File: config.mk
export PLATFORM = sky130hd
export DESIGN_NAME = riscv_xc_init_seq
export DESIGN_NICKNAME = d
export VERILOG_FILES = /design/src/rtl/riscv_xc_init_seq.sv
export SDC_FILE = /design/constraint.sdc
export NUM_CORES = 1
export LEC_CHECK = 0
export CORE_UTILIZATION = 30
export CTS_CLUSTER_DIAMETER = 120
export DETAILED_ROUTE_END_ITERATION = 7
export HOLD_SLACK_MARGIN = 0.08
export PLACE_DENSITY_LB_ADDON = 0.2
export SYNTH_ARGS = -nofsm -noshare
export SYNTH_HDL_FRONTEND = slang
export SYNTH_SLANG_ARGS = --single-unit
File: constraint.sdc
create_clock -name clk -period 3 [get_ports clk]
set_clock_uncertainty 0.2 [all_clocks]
set_input_delay 0.6 -clock clk [delete_from_list [all_inputs] [get_ports clk]]
set_output_delay 0.6 -clock clk [all_outputs]
set_load 0.02 [all_outputs]
File: src/rtl/riscv_xc_init_seq.sv
// rtl/riscv_xc_init_seq.sv - XCrypto register-file init sequencer
// Clears selected XC registers one per cycle through the shared W2 write port.
module riscv_xc_init_seq #(
  parameter int unsigned ADDR_WIDTH   = 7,
  parameter int unsigned DATA_WIDTH   = 32,
  parameter int unsigned NUM_XC_WORDS = 16,
  parameter logic [DATA_WIDTH-1:0] CLEAR_VALUE = '0
) (
  input  logic                  clk,
  input  logic                  rst,
  input  logic                  init_req_i,
  input  logic [15:0]           init_mask_i,
  input  logic                  abort_i,
  input  logic                  ext_we_i,
  output logic                  init_ack_o,
  output logic                  busy_o,
  output logic                  stall_o,
  output logic                  done_o,
  output logic                  we_o,
  output logic [ADDR_WIDTH-1:0] waddr_o,
  output logic [DATA_WIDTH-1:0] wdata_o
);

  typedef enum logic [1:0] {
    S_IDLE = 2'd0,
    S_SCAN = 2'd1,
    S_DONE = 2'd2
  } state_t;

  state_t      r_state, w_state_n;
  logic [3:0]  r_idx, w_idx_n;
  logic [15:0] r_mask, w_mask_n;
  logic        w_ack;

  always_ff @(posedge clk or posedge rst) begin
    if (rst) begin
      r_state <= S_IDLE;
      r_idx   <= 4'd0;
      r_mask  <= 16'd0;
    end else begin
      r_state <= w_state_n;
      r_idx   <= w_idx_n;
      r_mask  <= w_mask_n;
    end
  end

  always_comb begin
    w_state_n = r_state;
    w_idx_n   = r_idx;
    w_mask_n  = r_mask;
    w_ack     = 1'b0;
    we_o      = 1'b0;
    done_o    = 1'b0;
    case (r_state)
      S_IDLE: begin
        if (init_req_i) begin
          w_ack     = 1'b1;
          w_mask_n  = init_mask_i;
          w_idx_n   = 4'd0;
          w_state_n = S_SCAN;
        end
      end
      S_SCAN: begin
        // abort beats a pipeline writeback; a yield freezes idx so latency stays 16 issue slots
        if (abort_i) begin
          w_idx_n   = 4'd0;
          w_state_n = S_IDLE;
        end else if (!ext_we_i) begin
          we_o    = r_mask[r_idx];
          w_idx_n = r_idx + 4'd1;
          if (r_idx == 4'(NUM_XC_WORDS - 1)) begin
            w_state_n = S_DONE;
          end
        end
      end
      S_DONE: begin
        done_o    = ~abort_i;
        w_state_n = S_IDLE;
      end
      default: begin
        w_state_n = S_IDLE;
      end
    endcase
  end

  // no request is visible while reset is held
  assign init_ack_o = w_ack & ~rst;
  assign busy_o     = (r_state == S_SCAN) || (r_state == S_DONE);
  assign stall_o    = busy_o;
  assign waddr_o    = {1'b1, {(ADDR_WIDTH-5){1'b0}}, r_idx};
  assign wdata_o    = CLEAR_VALUE;

endmodule

Word level (Yosys, flattened, before mapping)

Index checks and enable logic that the tools add are counted.

Bits in registers: 22
Input bits: 21
Output and inout port bits: 44
Logic and storage cells: 37

Add/sub/neg operators: 1
$lt $le $gt $ge: 1
Equal/unequal tests: 6
Multiplexer cells: 17
Bitwise operators: 3
Reductions and logical operators: 6

Operators by type and width:

| operator                                                   | number |
|---|---|
| two-way mux 4 bit                                          | 3 |
| two-way mux 2 bit                                          | 4 |
| one-hot mux 4 bit (2 select lines)                         | 1 |
| two-way mux 1 bit                                          | 7 |
| != test 3 bit, second input constant                       | 2 |
| AND reduction 3 bit                                        | 2 |
| less-than comparator 4 x 5 -> 1 bit, second input constant | 1 |
| adder 4 x 1 -> 4 bit, second input constant                | 1 |
| binary-select mux 1 bit (select 4 bit)                     | 1 |
| equality test 4 bit, second input constant                 | 1 |
| one-hot mux 2 bit (2 select lines)                         | 1 |
| equality test 2 x 1 -> 1 bit, second input constant        | 1 |
| equality test 2 bit, second input constant                 | 1 |
| zero test 2 bit                                            | 1 |
| != test 2 bit, second input constant                       | 1 |
| inverter 1 bit                                             | 2 |
| AND reduction 2 bit                                        | 1 |
| nonzero test 2 bit                                         | 1 |
| bitwise AND 1 bit                                          | 1 |
| logical OR 1 bit                                           | 1 |

Longest topological paths before layout

Gate-level depths: netlist of the first run.

Word-level depth: 5
Mapped depth: 6

Worst setup path before layout of the first run

No wires, ideal clock.

Path type: reg2out
Start: register r_idx[0]
End: output we_o
Arrival time: 1636 ps
Required time: 2200 ps
Path slack: 564 ps
Stages on the path, launching flop included: 5
Buffers on the path: 1
Cells stage by stage: dfrtp_1 > buf_6 > mux4_1 > o2111ai_1 > a211oi_1

Cells in the longest elaborated chain, start to end: 5

RTL lines:

| what                                    | line | text |
|---|---|---|
| from (decl)                             | 31   | `logic [3:0] r_idx, w_idx_n;` |
| from (signal assigned)                  | 42   | `r_idx <= w_idx_n;` |
| binary-select mux 1 bit (select 4 bit)  | 69   | `we_o = r_mask[r_idx];` |
| two-way mux 1 bit (not written as such) | 69   |  |
| two-way mux 1 bit                       | 68   | `end else if (!ext_we_i) begin` |
| two-way mux 1 bit                       | 65   | `if (abort_i) begin` |
| two-way mux 1 bit                       | 54   | `case (r_state)` |
| to (decl)                               | 19   | `output logic we_o,` |

No other way between the ends. The select of a mux whose other input is x is not followed.

Worst setup path in the final report of the first run

Start: input init_req_i
End: output init_ack_o

Cells in the longest elaborated chain, start to end: 3

RTL lines:

| what              | line | text |
|---|---|---|
| from (decl)       | 11   | `input logic init_req_i,` |
| two-way mux 1 bit | 56   | `if (init_req_i) begin` |
| two-way mux 1 bit | 54   |  |
| bitwise AND 1 bit | 87   | `assign init_ack_o = w_ack & ~rst;` |
| to (decl)         | 15   | `output logic init_ack_o,` |

No other way between the ends.

==> impl_summary.log, run 1 <==
INFO  metric part_of_the_yosys_area_used_for_sequential_elements = 39.15%
INFO  metric grt_start_max_net_pins = 23
INFO  metric cts_max_path_buffers = 2
INFO  metric grt_setup_unrepaired = false
INFO  metric layout-area-overhead-vs-synth = 18.33%
INFO  metric antenna_found_initial = 0
INFO  metric per_instance_average_area_after_synthesis = approximately 11 sq um
INFO  metric synth-seq-cells = 22
INFO  metric clkSlewWorstSetupHoldPaths = about 0.07 ns
INFO  metric path_max_fanout = 3
INFO  metric total_routing_usage_reported_by_global_routing = a little under 10%
INFO  metric crit_required = 2.20 ns
INFO  metric power_density = 783.2 nW/um^2
INFO  metric drt_iter0_drc = 53
INFO  metric final-seq-area = 550.5 sq um
INFO  metric post_synth_inst_count = about 130
INFO  metric synth_cell_types = 25
INFO  metric finalMaxSlewViolations = 0
INFO  metric rows = 24
INFO  metric clkLatencyLatePin = around 0.26 ns
INFO  metric design.portCount = 65
INFO  metric cp_data_arrival_time = 1.96 ns
INFO  metric grt_overflow = 0
INFO  metric reg2regPathDepth = 6
INFO  metric floorplan.die.width = 70.47 um
INFO  metric gp_congestion = about 0.88
INFO  metric critPathSlowestCell = clkdlybuf4s50_1
INFO  metric syn_area = 1406 sq um
INFO  metric die_area = 4965 sq um
INFO  metric setup_tns = 0 ns
INFO  metric timing.critical_path.cells = clkdlybuf4s50_1 -> nand2_1 -> nor2_1 -> clkdlybuf4s50_1
INFO  metric tritoncts = built
INFO  metric yosys_warnings = 0
INFO  metric clock_sinks = 22
INFO  metric avgViaCountPerCell = 4.352
INFO  metric fmax = 0.3625 GHz
INFO  metric via_count = approximately 900
INFO  metric detailedRoute.firstPassIterationCount = 8
INFO  metric finalHoldWorstSlack = 0.3005 ns
INFO  metric worst_ir_drop_vdd = 273.8 uV
INFO  metric number_of_max_capacitance_violations_reported = 0
INFO  metric initial_core_util = 31.64%
INFO  metric holdCritPathClass = register to register
INFO  metric die_y = slightly above 70 um
INFO  metric worstSetupPathType = primary input to output pin
INFO  metric route.detailed.drc = 22
INFO  metric slew_at_the_pin_with_the_worst_max_slew_slack = 0.8064 ns
INFO  metric crit_cells = 4
INFO  metric number_of_buffer_and_inverter_stages_on_the_critical_path = 2
INFO  metric finalSetupViolCount = 0
INFO  metric cts_made_buffers = 3
INFO  metric launching_element_type_of_the_critical_path = primary input
INFO  metric final.fill_count = around 450
INFO  metric dp_hpwl = around 1900 um
INFO  metric final-hold-violation-count = 0
INFO  metric timing.critical_path.max_delay_family = buffers and inverters
INFO  metric min_period_over_period = 91.96%
INFO  metric worst_slew_margin_rel = 46.18%
INFO  metric violations = DRC
INFO  metric postRouteWirelength = approximately 2300 um
INFO  metric n_antenna_cell = 0
INFO  metric wl_per_cell = 10.96 um
INFO  metric layout_net_count = 186
INFO  metric cp_slowest_stage_delay = 0.61 ns
INFO  metric grt_first_pass_wirelength = approximately 3900 um
INFO  metric timing.hold.worst_path_depth = 1
INFO  metric first_global_vias = between 800 and 900
INFO  metric final.min_clock_period = approximately 2.8 ns
INFO  metric worstSetupEndpointType = output pin
INFO  metric fraction_of_layout_instances_using_a_drive_strength_above_1 = 15.82%
INFO  metric cts.htree.levels = 1
INFO  metric run_status = complete, but fails checks
INFO  metric critical_path.most_common_cell = clkdlybuf4s50_1
INFO  metric leakage = 0.7495 nW
INFO  metric clock-root-buffer = clkbuf_8
INFO  metric placement.io_buffers = 29
INFO  metric multi_input_comb_area = ~670 sq um
INFO  metric ant_nets = 0
INFO  metric core_region_area = 4444 sq um
-- final timing paths --
check	startpoint	end	slack (ns)
setup / recovery	init_req_i	init_ack_o	0.24
hold / removal	r_mask[10]$_DFFE_PP0N_	r_mask[10]$_DFFE_PP0N_	0.30
setup reg to reg	r_idx[0]$_DFFE_PP0P_	r_state[0]$_DFFE_PP0P_	1.14
hold reg to reg	r_mask[10]$_DFFE_PP0N_	r_mask[10]$_DFFE_PP0N_	0.30
max in group asynchronous	rst	r_mask[15]$_DFFE_PP0N_	1.48
min in group asynchronous	rst	r_mask[1]$_DFFE_PP0N_	0.62
-- final cells by class --
| class | count | share of cell area (%) |
|---|---|---|
| multi-input cells | 95 | 40.23 |
| inverters | 5 | 1.128 |
| flip-flops and latches | 22 | 33.08 |
| clock buffers | 3 | 2.481 |
| well taps | 52 | 3.910 |
| repair buffers | 33 | 19.17 |
-- metal layers --
| layer | part of all wire [%] | up-vias | global-route usage (%) |
|---|---|---|---|
| li1 | - | 432 | - |
| met1 | 45 | 423 | 12.47 |
| met2 | 47 | 57 | 16.72 |
| met3 | 8.0 | 2 | 2.020 |
| met4 | 0.56 | 0 | 3.175 |
| met5 | 0 | - | 0 |
-- worst register-to-register path, delay by kind of cell, from the launching register on --
kind	cells	cell delay (ns)
DFF	1	0.44
AOI/OAI and AO/OA	2	0.37
muxes	1	0.28
adders and majority gates	1	0.20
buffers and inverters	1	0.18
and+or+nand+nor	1	0.09
-- per-stage QoR --
| step | std cells | worst slack, ns | instance area [sq um] | power [mW] | util, % |
|---|---|---|---|---|---|
| 4_1_cts | 210 | 0.2285 | 1664 | 1.323 | 37.44 |
| 3_5_place_dp | 207 | 0.02339 | 1624 | 1.144 | 36.54 |
| 3_3_place_gp | 207 | 0.03219 | 1624 | 1.126 | 36.54 |
| 6_report | 210 | 0.2411 | 1664 | 1.303 | 37.44 |
| 5_1_grt | 210 | 0.1546 | 1664 | 1.400 | 37.44 |
| 2_1_floorplan | 161 | 0.5642 | 1530 | 0.9933 | - |
-- cell usage after synthesis --
library cell,n,area (sq um)
nand2b_1,1,6.260
nand4_1,1,6.260
nand2_1,4,15.01
ha_1,5,62.56
a211oi_1,1,7.510
a21o_1,1,7.510
clkbuf_2,1,5.000
buf_6,1,11.26
o2111ai_1,2,17.52
buf_2,1,5.000
dfrtp_1,22,550.5
mux2_2,18,202.7
mux4_1,2,52.55
o21ai_0,4,20.02
mux2i_1,5,50.05
or4_1,1,7.510
nor2_1,1,3.750
nor3_1,1,5.000
nor2b_1,4,25.02
inv_1,5,18.77
a21oi_1,5,25.02
conb_1,2,7.510
nand3_1,3,15.01
a22o_1,1,8.760
buf_4,36,270.3
-- flip-flops by register name (all words and copies together) (netlist names) --
| name | count |
|---|---|
| r_mask | 16 |
| r_idx | 4 |
| r_state | 2 |
-- repair_timing --
action                     4_1_cts  5_1_grt
gates resized for setup          1        0
hold buffers                     0        0
setup buffers                    0        0
setup endpoints to repair        1        0
-- report_power, final --
part           leakage, nW  switching [mW]  internal (mW)
Clock               0.0216          0.0865         0.0894
Combinational        0.460           0.289          0.338
Sequential           0.268          0.0732          0.427
-- cells by family after synthesis --
family,share of synthesized area [%]
buf+inv,22.06
mux,21.71
flops,39.15
simple gates,5.960
compound gates,6.139
fa+ha+maj,4.448
other cells,0.5340
-- placed cells by master, fill, tap and decap left out, drive strengths merged, types with 2 or more instances in the layout --
master and count:
ha 5, inv 5, buf 4, o21ai 4
nand3 3, nand2 4, conb 35, clkbuf 3
mux4 2, mux2 18, mux2i 5, o2111ai 2
clkdlybuf4s50 28, nor2b 4, dfrtp 22, a21oi 5
Note: power is estimated with default switching activity, not from simulation.
==> inputs of run 2 (changes only) <==
--- a/config.mk
+++ b/config.mk
@@ -5,6 +5,7 @@
 export SDC_FILE = /design/constraint.sdc
 export NUM_CORES = 1
 export LEC_CHECK = 0
+export ABC_AREA = 1
 export CORE_UTILIZATION = 30
 export CTS_CLUSTER_DIAMETER = 120
 export DETAILED_ROUTE_END_ITERATION = 7
==> impl_summary.log, run 2 <==
INFO  metric ant_nets = 0 (unchanged)
INFO  metric worst_ir_drop_vdd = 537.8 uV (+96%)
INFO  metric mostFrequentLayoutCells = conb_1 (35), inv_1 (29), clkdlybuf4s50_1 (28)
INFO  metric leakage = 0.8999 nW (+20%)
INFO  metric critPathSlowestCell = clkdlybuf4s50_1
INFO  metric max_flop_register = r_mask
INFO  metric clock_sinks = 22 (unchanged)
INFO  metric cts-resized-gates = 0 (-1)
INFO  metric cell_with_the_most_instances_after_synthesis = buf_4
INFO  metric endpoint = init_ack_o
INFO  metric setup_tns = 0 ns (unchanged)
INFO  metric synth_largest_area_cell = dfrtp_1
INFO  metric per_instance_average_area_after_synthesis = 7.968 sq um (-27%)
INFO  metric reg2regPathDepth = 5 (-1)
INFO  metric power_frac_seq = 33.3% (-5.1 points)
INFO  metric tritoncts = built
INFO  metric grt_first_pass_wirelength = 4347 um (+11%)
INFO  metric gp_congestion = 0.7517 (-15%)
INFO  metric combinationalPowerShare = 51.6% (+3.5 points)
INFO  metric postCtsHoldBufs = 0 (unchanged)
INFO  metric final.fill_count = 539 (+19%)
INFO  metric cts_post_setup_buffers_inserted = 0 (unchanged)
INFO  metric pwr-share-clk = 15.1% (+1.6 points)
INFO  metric clock-root-buffer = clkbuf_8
INFO  metric post_synth_inst_count = 190 (+48%)
INFO  metric clkSlewWorstSetupHoldPaths = 0.08 ns (about the same)
INFO  metric initial_core_util = 31.63% (about the same)
INFO  metric grt_start_max_net_pins = 31 (+35%)
INFO  metric postLayoutCoreUtil = 37.25% (-0.19 points)
INFO  metric switchingPower = 0.6014 mW (+34%)
INFO  metric synth_top_area_cells = dfrtp_1 (36%), buf_4 (18%), inv_1 (7.2%), a21oi_2 (5.8%), nand2_1 (5.2%)
INFO  metric postSynth.topFlopCell = dfrtp_1
INFO  metric first_global_vias = 924 (+5.5%)
INFO  metric number_of_buffer_and_inverter_stages_on_the_critical_path = 2 (unchanged)
INFO  metric rows = 25 (+4.2%)
INFO  metric worstSetupPathType = primary input to output pin
INFO  metric crit_cells = 4 (unchanged)
INFO  metric multi_input_comb_area = 665.6 sq um (-0.56%)
INFO  metric cts.htree.levels = 1 (unchanged)
INFO  metric cp-startpoint = init_req_i
INFO  metric cp_data_arrival_time = 1.89 ns (-0.07 ns)
INFO  metric final-hold-violation-count = 0 (unchanged)
INFO  metric part_of_the_yosys_area_used_for_sequential_elements = 36.36% (-2.8 points)
INFO  metric final.min_clock_period = 2.686 ns (-0.07254 ns)
INFO  metric wl_per_cell = 9.413 um (-14%)
INFO  metric timing.critical_path.cells = clkdlybuf4s50_1 -> nand2_2 -> nor2_1 -> clkdlybuf4s50_1
INFO  metric grt_setup_unrepaired = false
INFO  metric placement.setup.worst_slack = 0.03701 ns (+0.01362 ns)
INFO  metric final-seq-area = 550.5 sq um (unchanged)
INFO  metric crit_required = 2.20 ns (about the same)
INFO  metric holdCritPathClass = register to register
INFO  metric worstSetupEndpointType = output pin
INFO  metric reg_top3 = r_mask x16, r_idx x4, r_state x2
INFO  metric finalHoldWorstSlack = 0.3170 ns (+0.01646 ns)
INFO  metric drt_iter0_drc = 35 (-34%)
INFO  metric number_of_flip_flops_under_the_largest_register_name = 16 (unchanged)
INFO  metric antenna_found_initial = 0 (unchanged)
INFO  metric syn_area = 1514 sq um (+7.7%)
INFO  metric clkLatencyLatePin = 0.26 ns (about the same)
INFO  metric r2r_slack = 1.13 ns (about the same)
INFO  metric via_count = 1094 (+20%)
INFO  metric layout-area-overhead-vs-synth = 17.77%
INFO  metric die_y = 73.04 um (+3.7%)
INFO  metric min_period_over_period = 89.55% (-2.4 points)
INFO  metric rr_startpoint = r_state[0]$_DFFE_PP0P_
INFO  metric synth_cell_types = 21 (-16%)
INFO  metric synth-seq-cells = 22 (unchanged)
INFO  metric layout_commonest_cell = conb_1
INFO  metric fraction_of_layout_instances_using_a_drive_strength_above_1 = 13.24% (-2.6 points)
INFO  metric floorplan.die.width = 73.04 um (+3.7%)
INFO  metric postRouteWirelength = 2692 um (+17%)
INFO  metric switching_share_of_power = 42.21% (+7.8 points)
INFO  metric number_of_max_capacitance_violations_reported = 0 (unchanged)
INFO  metric core_region_area = 4786 sq um (+7.7%)
INFO  metric cp_slowest_stage_delay = 0.60 ns (about the same)
INFO  metric final.setup.worst_slack = 0.3136 ns (+0.07255 ns)
INFO  metric ys_async_sr_fraction = 100.0% (unchanged)
INFO  metric design.portCount = 65 (unchanged)
INFO  metric detailedRoute.firstPassIterationCount = 4 (-4)
INFO  metric timing.critical_path.max_delay_family = buffers and inverters
INFO  metric post-synth-top-area-fraction = 36.36% (-2.8 points)
INFO  metric critical_path.most_common_cell = clkdlybuf4s50_1
INFO  metric fmax = 0.3723 GHz (+2.7%)
INFO  metric power_density = 799.1 nW/um^2 (+2.0%)
INFO  metric layout_net_count = 246 (+32%)
INFO  metric grt_overflow = 0 (unchanged)
INFO  metric total_routing_usage_reported_by_global_routing = 10.58% (+0.73 points)
INFO  metric route.detailed.drc = 0 (-100%)
INFO  metric internal-power = 0.8234 mW (-3.7%)
INFO  metric cts_max_path_buffers = 2 (unchanged)
INFO  metric finalSetupViolCount = 0 (unchanged)
INFO  metric dp_hpwl = 2041 um (+9.3%)
INFO  metric crit-reg2reg-capture = r_mask[10]$_DFFE_PP0N_
INFO  metric avgViaCountPerCell = 3.825 (-12%)
INFO  metric launching_element_type_of_the_critical_path = primary input
INFO  metric n_antenna_cell = 0 (unchanged)
INFO  metric finalMaxSlewViolations = 0 (unchanged)
INFO  metric yosys_warnings = 0 (unchanged)
INFO  metric cts_made_buffers = 3 (unchanged)
INFO  metric path_max_fanout = 2 (-1)
INFO  metric number_of_synthesized_flops_with_an_enable_pin = 0 (unchanged)
INFO  metric placement.io_buffers = 29 (unchanged)
INFO  metric run_status = finished clean
INFO  metric synth.cells.most_frequent = buf_4 (36), inv_1 (29), dfrtp_1 (22)
INFO  metric die_area = 5335 sq um (+7.4%)
## run 2: cell count changes in the layout (fill, tap and decap cells not counted), sizes merged, moves of 5 or more
| cell | before | now |
|---|---|---|
| mux2i | 5 | 0 |
| nand3 | 3 | 16 |
| nand2 | 4 | 23 |
| nor2 | 1 | 25 |
| a21oi | 5 | 18 |
| mux2 | 18 | 2 |
| inv | 5 | 30 |
## run 2: layer usage
| layer | track usage, % | vias up | wire length, um |
|---|---|---|---|
| li1 | - | 568 | - |
| met1 | 15.08 | 488 | 1332 |
| met2 | 15.84 | 36 | 1179 |
| met3 | 2.762 | 2 | 166 |
| met4 | 2.614 | 0 | 14 |
| met5 | 0 | - | 0 |
## run 2: worst min path at each step
stage / start / end / cells after the start
6_report: r_mask[8]$_DFFE_PP0N_ / r_mask[8]$_DFFE_PP0N_ / 2
3_5_place_dp: r_mask[8]$_DFFE_PP0N_ / r_mask[8]$_DFFE_PP0N_ / 2
5_1_grt: r_mask[4]$_DFFE_PP0N_ / r_mask[4]$_DFFE_PP0N_ / 2
3_3_place_gp: r_mask[11]$_DFFE_PP0N_ / r_mask[11]$_DFFE_PP0N_ / 2
4_1_cts: r_mask[5]$_DFFE_PP0N_ / r_mask[5]$_DFFE_PP0N_ / 2
2_1_floorplan: r_state[1]$_DFFE_PP0P_ / r_state[1]$_DFFE_PP0P_ / 2
## run 2: logic make-up after synthesis
family,after synthesis,synth area share [%]
muxes,2,1.487
buffers and inverters,70,27.85
and+or+nand+nor,65,19.01
adders and majority gates,5,4.132
AOI/OAI and AO/OA,24,10.66
other,2,0.4961
DFF,22,36.36
## run 2: layout make-up
cell class	instances	share of cell area, %
multi-input cells	131	37.33
flip-flops and latches	22	30.88
inverters	30	6.316
clock buffers	4	3.088
repair buffers	32	17.68
well taps	67	4.702
## run 2: power by group through the flow
stage                     Sequential, mW  Clock, mW  Combinational [mW]
after global routing               0.484      0.234               0.828
final                              0.474      0.215               0.735
after global placement             0.478          0               0.746
after CTS                          0.476      0.225               0.748
after detailed placement           0.481          0               0.744
after floorplan                    0.475          0               0.614
## run 2: stage by stage
step                instance area [sq um]  std cells  power, mW
floorplan                            1638        223      1.089
global placement                     1725        282      1.224
detailed placement                   1725        282      1.225
CTS                                  1780        286      1.448
global route                         1783        286      1.547
finish                               1783        286      1.425
## run 2: tightest hold or removal path, cell delays in order, from the launching register on
cell	delay, ns
dfrtp_1	0.33
inv_1	0.06
a21oi_2	0.10
==> inputs of run 3 (changes only) <==
--- a/config.mk
+++ b/config.mk
@@ -6,6 +6,7 @@
 export NUM_CORES = 1
 export LEC_CHECK = 0
 export ABC_AREA = 1
+export CORE_ASPECT_RATIO = 0.75
 export CORE_UTILIZATION = 30
 export CTS_CLUSTER_DIAMETER = 120
 export DETAILED_ROUTE_END_ITERATION = 7
==> impl_summary.log, run 3 (synthesized netlist as in run 2, its figures left out) <==
INFO  metric floorplan.die.width = 84.03 um (+15%)
INFO  metric grt_first_pass_wirelength = 4388 um (+0.94%)
INFO  metric clkLatencyLatePin = 0.26 ns (about the same)
INFO  metric grt_setup_unrepaired = false
INFO  metric final-seq-area = 550.5 sq um (unchanged)
INFO  metric path_max_fanout = 3 (+1)
INFO  metric grt_overflow = 0 (unchanged)
INFO  metric clock_sinks = 22 (unchanged)
INFO  metric core_region_area = 4651 sq um (-2.8%)
INFO  metric mostFrequentLayoutCells = conb_1 (35), inv_1 (29), clkdlybuf4s50_1 (29)
INFO  metric worstSetupPathType = primary input to output pin
INFO  metric finalHoldWorstSlack = 0.3167 ns (-0.0002940 ns)
INFO  metric crit_required = 2.20 ns (about the same)
INFO  metric postLayoutCoreUtil = 38.53% (+1.3 points)
INFO  metric postRouteWirelength = 2646 um (-1.7%)
INFO  metric via_count = 1066 (-2.6%)
INFO  metric drt_iter0_drc = 24 (-31%)
INFO  metric placement.setup.worst_slack = 0.06493 ns (+0.02792 ns)
INFO  metric tritoncts = built
INFO  metric fmax = 0.3458 GHz (-7.1%)
INFO  metric fin_cells = 277 (-3.1%)
INFO  metric clock-root-buffer = clkbuf_8
INFO  metric die_y = 63.52 um (-13%)
INFO  metric cts_max_path_buffers = 2 (unchanged)
INFO  metric layout_net_count = 247 (+0.41%)
INFO  metric finalMaxSlewViolations = 0 (unchanged)
INFO  metric power_density = 831.3 nW/um^2 (+4.0%)
INFO  metric total_routing_usage_reported_by_global_routing = 10.45% (-0.13 points)
INFO  metric reg2regPathDepth = 5 (unchanged)
INFO  metric rows = 21 (-16%)
INFO  metric wl_per_cell = 9.552 um (+1.5%)
INFO  metric leakage = 0.8938 nW (-0.67%)
INFO  metric postCtsHoldBufs = 0 (unchanged)
INFO  metric run_status = complete, but fails checks
INFO  metric worst_ir_drop_vdd = 382.4 uV (-29%)
INFO  metric multi_input_comb_area = 665.6 sq um (unchanged)
INFO  metric worstSetupEndpointType = output pin
INFO  metric rr_startpoint = r_state[1]$_DFFE_PP0P_
INFO  metric timing.hold.worst_path_depth = 2 (unchanged)
INFO  metric dp_hpwl = 2064 um (+1.1%)
INFO  metric number_of_max_capacitance_violations_reported = 0 (unchanged)
INFO  metric first_global_vias = 968 (+4.8%)
INFO  metric final_cell_area = 1792 sq um (+0.49%)
INFO  metric cts-resized-gates = 0 (unchanged)
INFO  metric avgViaCountPerCell = 3.848 (+0.61%)
INFO  metric layout-area-overhead-vs-synth = 18.35%
INFO  metric number_of_flip_flops_under_the_largest_register_name = 16 (unchanged)
INFO  metric total_power = 1.489 mW (+4.5%)
INFO  metric final-hold-violation-count = 0 (unchanged)
INFO  metric max_flop_register = r_mask
INFO  metric r2r_slack = 1.15 ns (+0.02 ns)
INFO  metric critPathSlowestCell = clkdlybuf4s50_1
INFO  metric place_area = 1720 sq um (-0.29%)
INFO  metric finalSetupViolCount = 0 (unchanged)
INFO  metric initial_core_util = 32.55% (+0.92 points)
INFO  metric crit-reg2reg-capture = r_mask[10]$_DFFE_PP0N_
INFO  metric detailedRoute.firstPassIterationCount = 6 (+2)
INFO  metric clkSlewWorstSetupHoldPaths = 0.08 ns (about the same)
INFO  metric ant_nets = 0 (unchanged)
INFO  metric placement.io_buffers = 29 (unchanged)
INFO  metric cp_data_arrival_time = 2.09 ns (+0.20 ns)
INFO  metric cp_slowest_stage_delay = 0.61 ns (about the same)
INFO  metric violations = DRC
INFO  metric final.setup.worst_slack = 0.1083 ns (-0.2054 ns)
INFO  metric cts_made_buffers = 3 (unchanged)
INFO  metric holdCritPathClass = register to register
INFO  metric launching_element_type_of_the_critical_path = primary input
INFO  metric layout_commonest_cell = conb_1
INFO  metric fraction_of_layout_instances_using_a_drive_strength_above_1 = 13.64% (+0.39 points)
INFO  metric route.detailed.drc = 7 (+7)
INFO  metric cts_post_setup_buffers_inserted = 0 (unchanged)
INFO  metric post-place-cells = 273 (-3.2%)
INFO  metric min-delay-start = r_mask[1]$_DFFE_PP0N_
INFO  metric min_period_over_period = 96.39% (+6.8 points)
INFO  metric die_area = 5338 sq um (about the same)
INFO  metric grt_start_max_net_pins = 31 (unchanged)
INFO  metric endpoint = we_o
INFO  metric final.min_clock_period = 2.892 ns (+0.2054 ns)
INFO  metric reg_top3 = r_mask x16, r_idx x4, r_state x2
INFO  metric gp_congestion = 0.7781 (+3.5%)
INFO  metric antenna_found_initial = 0 (unchanged)
INFO  metric cts.htree.levels = 1 (unchanged)
INFO  metric final.fill_count = 528 (-2.0%)
INFO  metric n_antenna_cell = 0 (unchanged)
INFO  metric setup_tns = 0 ns (unchanged)
INFO  metric design.portCount = 65 (unchanged)
INFO  metric cp-startpoint = abort_i
INFO  metric timing.critical_path.cells = clkdlybuf4s50_1 -> inv_1 -> nand2_1 -> nor2_1 -> inv_1 -> a21oi_2 -> clkdlybuf4s50_1
-- run 3: routing by layer --
metal	up-vias	global-route usage [%]	wire [um]
met5	-	0	0
met4	0	1.940	12
met3	2	3.932	146
met2	28	15.57	1109
met1	463	14.46	1378
li1	573	-	-
-- run 3: worst max-delay path, delay by kind of cell --
kind | cells | cell delay (ns)
AOI/OAI and AO/OA | 1 | 0.11
buffers and inverters | 4 | 1.17
and+or+nand+nor | 2 | 0.22
-- run 3: worst min-delay path by stage --
stage,endpoint
global placement,r_mask[15]$_DFFE_PP0N_
detailed placement,r_mask[1]$_DFFE_PP0N_
floorplan,r_state[1]$_DFFE_PP0P_
CTS,r_mask[1]$_DFFE_PP0N_
global route,r_mask[5]$_DFFE_PP0N_
finish,r_mask[1]$_DFFE_PP0N_
-- run 3: power breakdown --
group,leakage (nW),switching (mW),internal [mW]
Combinational,0.603,0.455,0.294
Clock,0.0357,0.0983,0.178
Sequential,0.255,0.0453,0.418
Total,0.894,0.599,0.891
-- run 3: layout make-up --
type                       instances  area share (%)
multi-input combinational        131           37.15
clock buffer                       3           2.304
inverter                          30           6.285
clock inverter                     1           1.676
tap                               57           3.980
sequential                        22           30.73
timing repair buffer              33           17.88
